### src/rtl/count_incr_ctrl_pkg.sv
// Shared state encoding and default step width for the count_incr_ctrl iteration controller.
package count_incr_ctrl_pkg;

  localparam int unsigned CountWidthDefault = 4;

  typedef enum logic [1:0] {
    CiIdle = 2'd0,
    CiRun  = 2'd1,
    CiDone = 2'd2
  } ci_state_e;

endpackage

### src/rtl/count_incr.sv
// Combinational +1 of WIDTH bits; wraps modulo 2^WIDTH.
module count_incr #(
  parameter int unsigned WIDTH = 4
) (
  input  logic [WIDTH-1:0] in_i,
  output logic [WIDTH-1:0] out_o
);

  always_comb begin
    out_o = in_i + WIDTH'(1);
  end

endmodule

### src/rtl/count_incr_ctrl.sv
// Up-counting step controller for the radix-4 multiplier: issues step indices 0..last, then pulses done.
// Optional abort input enabled by defining COUNT_INCR_ABORT_EN.
module count_incr_ctrl
  import count_incr_ctrl_pkg::*;
#(
  parameter int unsigned WIDTH = CountWidthDefault
) (
  input  logic             clk,
  input  logic             rst,
  input  logic             start,
  input  logic [WIDTH-1:0] last,
  input  logic             stall,
`ifdef COUNT_INCR_ABORT_EN
  input  logic             abort,
`endif
  output logic             step_valid,
  output logic [WIDTH-1:0] step_idx,
  output logic             first,
  output logic             final_step,
  output logic             busy,
  output logic             done
);

  ci_state_e        state_q, state_d;
  logic [WIDTH-1:0] cnt_q, cnt_d;
  logic [WIDTH-1:0] last_q, last_d;
  logic [WIDTH-1:0] cnt_inc;
  logic             abort_req;

`ifdef COUNT_INCR_ABORT_EN
  assign abort_req = abort;
`else
  assign abort_req = 1'b0;
`endif

  count_incr #(
    .WIDTH(WIDTH)
  ) u_incr (
    .in_i (cnt_q),
    .out_o(cnt_inc)
  );

  always_comb begin
    state_d = state_q;
    cnt_d   = cnt_q;
    last_d  = last_q;
    case (state_q)
      CiIdle: begin
        if (start) begin
          state_d = CiRun;
          cnt_d   = '0;
          last_d  = last;
        end
      end
      CiRun: begin
        // Abort wins over both stall and completion.
        if (abort_req) begin
          state_d = CiIdle;
        end else if (!stall) begin
          if (cnt_q == last_q) begin
            state_d = CiDone;
          end else begin
            cnt_d = cnt_inc;
          end
        end
      end
      CiDone:  state_d = CiIdle;
      default: state_d = CiIdle;
    endcase
  end

  always_ff @(posedge clk) begin
    if (rst) begin
      state_q <= CiIdle;
      cnt_q   <= '0;
      last_q  <= '0;
    end else begin
      state_q <= state_d;
      cnt_q   <= cnt_d;
      last_q  <= last_d;
    end
  end

  always_comb begin
    step_valid = (state_q == CiRun) && !stall;
    step_idx   = cnt_q;
    first      = step_valid && (cnt_q == '0);
    final_step = step_valid && (cnt_q == last_q);
    busy       = (state_q != CiIdle);
    done       = (state_q == CiDone);
  end

endmodule

### config.mk
export PLATFORM = sky130hd
export DESIGN_NAME = count_incr_ctrl
export DESIGN_NICKNAME = d
export VERILOG_FILES = /design/src/rtl/count_incr_ctrl_pkg.sv /design/src/rtl/count_incr.sv /design/src/rtl/count_incr_ctrl.sv
export SDC_FILE = /design/constraint.sdc
export NUM_CORES = 1
export LEC_CHECK = 0
export BUFFER_PORTS_ARGS = -buffer_cell sky130_fd_sc_hd__buf_2
export CAP_MARGIN = 20
export CORE_MARGIN = 4
export CORE_UTILIZATION = 30
export CTS_BUF_LIST = sky130_fd_sc_hd__clkbuf_4 sky130_fd_sc_hd__clkbuf_8
export CTS_CLUSTER_SIZE = 30
export DETAILED_ROUTE_END_ITERATION = 16
export PLACE_DENSITY = 0.49
export SKIP_LAST_GASP = 1
export SLEW_MARGIN = 20
export SYNTH_ARGS = -nofsm -noshare
export SYNTH_HDL_FRONTEND = slang
export SYNTH_SLANG_ARGS = --single-unit
### constraint.sdc
create_clock -name clk -period 2.15 [get_ports clk]
set_input_delay 0.215 -clock clk [delete_from_list [all_inputs] [get_ports clk]]
set_output_delay 0.215 -clock clk [all_outputs]
set_load 0.05 [all_outputs]
==> key figures, run 1 <==
Clock network
  • Root buffer cell: clkbuf_4
  • Setup Fix Bufs, Post-CTS: 0
  • Post-cts sizing count: 0
  • Clock Latency Late Sink: 0.26 ns
  • Worst-path clk slew: 0.06 ns
  • H-Tree Depth: 1
  • CTS Buffer Depth: 2
  • CTS Buf Count: 3
  • CTS tree: done
  • Sink Count: 10
  • Hold Buf Count CTS: 0

Synth
  • Area contributors post-synth: dfxtp_1 (34%), mux2i_1 (6.8%), nand2_1 (4.4%)
  • Number of synthesized flops with an enable pin: 0
  • Leading cell types by count after synthesis: dfxtp_1 (10), nand2_1 (7), nor2_1 (7)
  • Post-Syn Instances: 59
  • Seq/Total Area, Yosys: 0.3390
  • Post-Syn Nets: 69
  • Library cells used by synthesis: 27
  • Syn Area/Cell: 10.01 um2
  • Flops & latches, synth: 10
  • Share of the synthesized area in the top cell type: 0.3390
  • Synth Cell Area: 590.6 um2
  • Count leader, synth: dfxtp_1
  • Warning count from the yosys run: 0
  • FFs w/ async S/R, synth: 0
  • Synth Flop Type: dfxtp_1
  • Area leader, netlist: dfxtp_1

Power and ir drop
  • Lkg Pwr: 0.0002946 uW
  • Power Density: 728.4 mW/mm2
  • Peak VDD IR: 0.3020 mV

Flow run
  • Max Cap Viol: 0

Critical path
  • CP required: 1.93 ns
  • Worst Reg2Reg Path Length in Cells: 4
  • Crit-path max FO: 9
  • Crit end category: output pin
  • Worst Setup Path Type: reg -> out
  • Crit path DAT: 1.71 ns
  • CP startpoint kind: register

Placement
  • HPWL Detailed: 954.4 um
  • IO Port Bufs: 16
  • Pre-CTS WS: 0.5035 ns
  • GP Congestion: 0.7660

STA
  • Post-layout min period: 1.925 ns
  • Final setup margin: 0.2248 ns
  • Slew Limit Headroom: 0.6572
  • RSZ-0062 raised after global routing: false
  • Final Skew: 0.003836 ns
  • Setup TNS: 0 ns
  • FMAX: 519.4 MHz
  • Fin. max-slew vios: 0
  • Fin crit share: 0.8954
  • Least-Margin Pin Slew: 0.5120 ns
  • Setup violators final: 0
  • Final hold vios: 0

Status
  • Status: complete, no violations

Detailed routing
  • Via count: 481
  • Drc violations: 0
  • Avg WL per Cell: 12.26 um
  • Initial detailed-routing violation count: 9
  • Post-Route WL: 1.251 mm
  • DRT antenna net count: 0
  • Post-DR vias/cell: 4.716
  • Pre-Repair DR Iteration Count: 4

Floorplan
  • Width of the chip: 52.37 um
  • Initial Util: 0.3278
  • Die area: 0.002743 mm2
  • Ports: 17
  • Die Span Y: 52.37 um
  • Core footprint: 0.001802 mm2
  • Row count: 15

Final layout
  • Layout area overhead: 23.31%
  • Total Nets Final: 89
  • Fillers: 198
  • Share of layout cells above drive strength 1: 0.4026
  • N_diodes: 0

Global route
  • First-pass GRT wire length: 2.104 mm
  • Overall routing resource usage: 0.1104
  • Largest net degree at the start of global routing: 10
  • Initial antenna violation count: 0
  • GRT overflow: 0
  • Vias in the first global route: 454

Hold path
  • Worst hold path cell count: 3
  • Tightest Hold Check Type: in -> reg
[registers in the layout (all words and copies together), names as in the netlist]
name	count
last_q	4
step_idx	4
state_q	2
[worst max-delay path, cell delays in order, from the launching register on]
cell and delay (ns):
dfxtp_1 0.50, xnor2_1 0.20, nand4_4 0.22, nor4b_4 0.24, buf_2 0.29
[report_power, final]
part | internal [uW] | total, uW | switching (uW)
clock network | 64.3 | 122 | 57.5
logic | 64.5 | 182 | 118
registers | 200 | 226 | 26.4
total | 329 | 530 | 202
[metal layers]
metal | up-vias | GRT usage | part of all wire
met4 | 0 | 0.03830 | 0.011
met3 | 2 | 0.06553 | 0.069
li1 | 249 | - | -
met2 | 14 | 0.1694 | 0.46
met5 | - | 0 | 0
met1 | 216 | 0.1254 | 0.46
[path summary, 6_finish.rpt]
kind	from	end	slack [ns]
setup / recovery	step_idx[0]	final_step	0.22
setup reg to reg	step_idx[0]	step_idx[1]	0.72
hold / removal	last[3]	last_q[3]	0.19
hold reg to reg	last_q[0]	last_q[0]	0.52
[metrics by stage]
stage / power (uW) / instances / util / hold WS, ns / cell area, um2
3_5_place_dp: 414.3 / 99 / 0.3917 / 0.4574 / 705.7
3_3_place_gp: 411.7 / 99 / 0.3917 / 0.4471 / 705.7
5_1_grt: 570.7 / 102 / 0.4042 / 0.1877 / 728.2
2_1_floorplan: 371.4 / 59 / - / 0.2874 / 605.6
4_1_cts: 539.4 / 102 / 0.4042 / 0.1854 / 728.2
6_report: 530.4 / 102 / 0.4042 / 0.1936 / 728.2
[kinds of logic (layout without fill, tap and decap cells)]
logic type	Yosys count	after routing	share of synthesized area
fa+ha+maj	2	2	0.04237
buf+inv	4	22	0.03813
xor+xnor	4	4	0.07205
simple gates	27	27	0.3094
mux	4	4	0.06780
compound gates	8	8	0.1314
flops	10	10	0.3390
[cell type report]
type                    instances  area (um2)  share of cell area
multi-input cells              45       382.9              0.5258
flip-flops and latches         10       200.2              0.2749
repair buffers                 16       80.08              0.1100
well taps                      25       31.28             0.04296
clock buffers                   3       22.52             0.03093
inverters                       3       11.26             0.01546
[placed cells by master, fill, tap and decap left out]
master and instances:
buf_2 16, nor2_1 7, a31oi_1 2, nand2_1 7, and3_1 1, nand2b_1 1
xnor2_2 1, nand4_4 1, ha_1 2, and2b_2 1, nand4_1 2, or2_2 1
xnor2_1 3, dfxtp_1 10, inv_1 3, o211ai_1 1, mux2i_1 4, nor3b_4 1
a41o_1 1, nor4b_4 1, a2111oi_2 1, o311ai_1 1, nor3b_2 2, o311ai_2 1
clkbuf_4 3, nor2_2 1, a21o_1 1, nor3_2 1
Power figures use the tool's default switching activity.
==> run 2, diff against run 1 <==
PLACE_DENSITY = 0.5   (was 0.49)
SYNTH_HIERARCHICAL = 1   (was default)
==> run 2 against run 1 <==
Against the previous run:
- flip-flop and latch count stayed put
- die area decreased by 5.9%
- sequential share of layout area increased by 1.7 points
- global-route usage is 1.2 points lower
- largest power group unchanged
- register-to-register slack worse by 0.23 ns
- critical endpoint unchanged
- combinational power rose by 25%
- core utilization fell by 0.63 points
- clock power grew 46%
- largest cell class unchanged
- synthesized cell count rose by 6.8%
==> key figures, run 2 <==
Status
  • Status: complete, no violations

Detailed routing
  • Initial detailed-routing violation count: 2 (-7)
  • Pre-Repair DR Iteration Count: 2 (-2)
  • Post-Route WL: 1.187 mm (-5.1%)
  • Via count: 470 (-2.3%)
  • Drc violations: 0 (unchanged)
  • DRT antenna net count: 0 (unchanged)
  • Post-DR vias/cell: 4.434 (-6.0%)
  • Avg WL per Cell: 11.20 um (-8.7%)

Clock network
  • Post-cts sizing count: 0 (unchanged)
  • CTS Buf Count: 3 (unchanged)
  • CTS Buffer Depth: 2 (unchanged)
  • H-Tree Depth: 1 (unchanged)
  • Hold Buf Count CTS: 0 (unchanged)
  • Root buffer cell: clkbuf_4
  • CTS tree: done
  • Clock Latency Late Sink: 0.27 ns (about the same)
  • Setup Fix Bufs, Post-CTS: 0 (unchanged)
  • Worst-path clk slew: 0.08 ns (+0.02 ns)
  • Sink Count: 10 (unchanged)

STA
  • Final setup margin: 0.1725 ns (-0.05232 ns)
  • Least-Margin Pin Slew: 0.4893 ns (-0.02272 ns)
  • FMAX: 505.7 MHz (-2.6%)
  • Setup TNS: 0 ns (unchanged)
  • Final Skew: 0.003692 ns (-0.0001439 ns)
  • Slew Limit Headroom: 0.6731 (+0.01594)
  • Fin crit share: 0.9198 (+0.02434)
  • Setup violators final: 0 (unchanged)
  • RSZ-0062 raised after global routing: false
  • Fin. max-slew vios: 0 (unchanged)
  • Final hold vios: 0 (unchanged)
  • Post-layout min period: 1.977 ns (+0.05232 ns)

Global route
  • Initial antenna violation count: 0 (unchanged)
  • Largest net degree at the start of global routing: 12 (+2)
  • Vias in the first global route: 436 (-4.0%)
  • Overall routing resource usage: 0.09852 (-0.01187)
  • GRT overflow: 0 (unchanged)
  • First-pass GRT wire length: 1.828 mm (-13%)

Placement
  • IO Port Bufs: 16 (unchanged)
  • GP Congestion: 0.7025 (-8.3%)
  • Pre-CTS WS: 0.4677 ns (-0.03573 ns)
  • HPWL Detailed: 875.3 um (-8.3%)

Synth
  • Leading cell types by count after synthesis: dfxtp_1 (10), nor2_1 (10), xnor2_1 (5)
  • Library cells used by synthesis: 25 (-7.4%)
  • Number of synthesized flops with an enable pin: 0 (unchanged)
  • Post-Syn Nets: 72 (+4.3%)
  • Area leader, netlist: dfxtp_1
  • Area contributors post-synth: dfxtp_1 (36%), xnor2_1 (8.0%), mux2i_1 (7.3%)
  • Synth Cell Area: 549.3 um2 (-7.0%)
  • Share of the synthesized area in the top cell type: 0.3645 (+0.02548)
  • FFs w/ async S/R, synth: 0 (unchanged)
  • Syn Area/Cell: 8.719 um2 (-13%)
  • Warning count from the yosys run: 6 (+6)
  • Flops & latches, synth: 10 (unchanged)
  • Post-Syn Instances: 63 (+6.8%)
  • Synth Flop Type: dfxtp_1
  • Seq/Total Area, Yosys: 0.3645 (+0.02548)

Floorplan
  • Die area: 0.002580 mm2 (-5.9%)
  • Width of the chip: 50.79 um (-3.0%)
  • Core footprint: 0.001727 mm2 (-4.2%)
  • Row count: 15 (unchanged)
  • Die Span Y: 50.79 um (-3.0%)
  • Initial Util: 0.3181 (-0.009661)
  • Ports: 17 (unchanged)

Critical path
  • CP required: 1.93 ns (about the same)
  • Crit-path max FO: 11 (+2)
  • FF-to-FF setup slack: 0.49 ns (-0.23 ns)
  • CP max stage delay: 0.48 ns (-0.02 ns)
  • Crit path DAT: 1.76 ns (+0.05 ns)
  • Worst Reg2Reg Path Length in Cells: 4 (unchanged)
  • Worst Setup Path Type: reg -> out
  • CP max stage cell: dfxtp_1
  • Crit path cell chain: xnor2_1 -> nand4_1 -> nor2_1 -> buf_2
  • CP startpoint kind: register
  • Crit end category: output pin

Power and ir drop
  • Psw: 256.9 uW (+27%)
  • P_int: 384.6 uW (+17%)
  • Power Density: 933.9 mW/mm2 (+28%)
  • Peak VDD IR: 0.4119 mV (+36%)
  • Sw Share: 0.4005 (+0.02039)
  • Sequential Power Share: 0.367 (-0.060)
  • Comb pwr share: 0.356 (+0.012)
  • Lkg Pwr: 0.0003434 uW (+17%)
  • Clk pwr share: 0.277 (+0.047)

Final layout
  • Fillers: 194 (-2.0%)
  • N_diodes: 0 (unchanged)
  • Share of layout cells above drive strength 1: 0.3086 (-0.09396)
  • Leading cell type in the layout, fill and taps excluded: buf_2
  • Layout area overhead: 25.06%
  • Total Nets Final: 91 (+2.2%)
  • Most frequent cells in the layout: buf_2 (16), nor2_1 (10), dfxtp_1 (10)

Flow run
  • Max Cap Viol: 0 (unchanged)

Hold path
  • Worst hold path cell count: 3 (unchanged)
  • Tightest Hold Check Type: in -> reg
-- run 2: metrics by stage --
step                        util  power, uW  cells  hold slack (ns)  instance area [um2]
after floorplan                -      423.8     63           0.3622                549.3
after global placement    0.3768      470.7    102           0.4539                650.6
after detailed placement  0.3768      468.8    102           0.4644                650.6
after CTS                 0.3978      646.3    106           0.1817                686.9
after global routing      0.3978      676.5    106           0.2009                686.9
final                     0.3978      641.5    106           0.1833                686.9
-- run 2: layer usage --
layer	GRT usage	vias to the layer above	wire, um
met1	0.1210	201	581
met3	0.03561	4	55
met5	0	-	0
li1	-	252	-
met2	0.1348	13	518
met4	0.08072	0	31
-- run 2: critical path, delay by kind of cell (launching register included) --
family	cells	cell delay (ns)
flops	1	0.48
simple gates	2	0.57
buf+inv	1	0.28
xor+xnor	1	0.16
-- run 2: worst paths after layout --
check	start	end
worst max register to register	step_idx[0]	step_idx[1]
worst max-delay path	step_idx[0]	final_step
worst min-delay path	last[3]	last_q[3]
worst min register to register	state_q[1]	state_q[0]
-- run 2: layout make-up --
| cell class | count | area, um2 | share of cell area |
|---|---|---|---|
| Clock buffer | 4 | 36.28 | 0.05282 |
| Inverter | 4 | 15.01 | 0.02186 |
| Multi-Input combinational cell | 47 | 324.1 | 0.4718 |
| Sequential cell | 10 | 200.2 | 0.2914 |
| Tap cell | 25 | 31.28 | 0.04554 |
| Timing Repair Buffer | 16 | 80.08 | 0.1166 |
-- run 2: kinds of logic after synthesis --
group,Yosys count,synth area share
simple gates,27,0.2825
flops,10,0.3645
compound gates,9,0.1162
xor+xnor,6,0.09567
buf+inv,6,0.04555
mux,4,0.07290
fa+ha+maj,1,0.02278
-- run 2: power by group through the flow --
| stage | Combinational, uW | Clock [uW] | Sequential (uW) |
|---|---|---|---|
| floorplan | 150 | 0 | 273 |
| global placement | 229 | 0 | 241 |
| detailed placement | 229 | 0 | 240 |
| CTS | 230 | 181 | 236 |
| global route | 248 | 188 | 240 |
| finish | 228 | 178 | 235 |
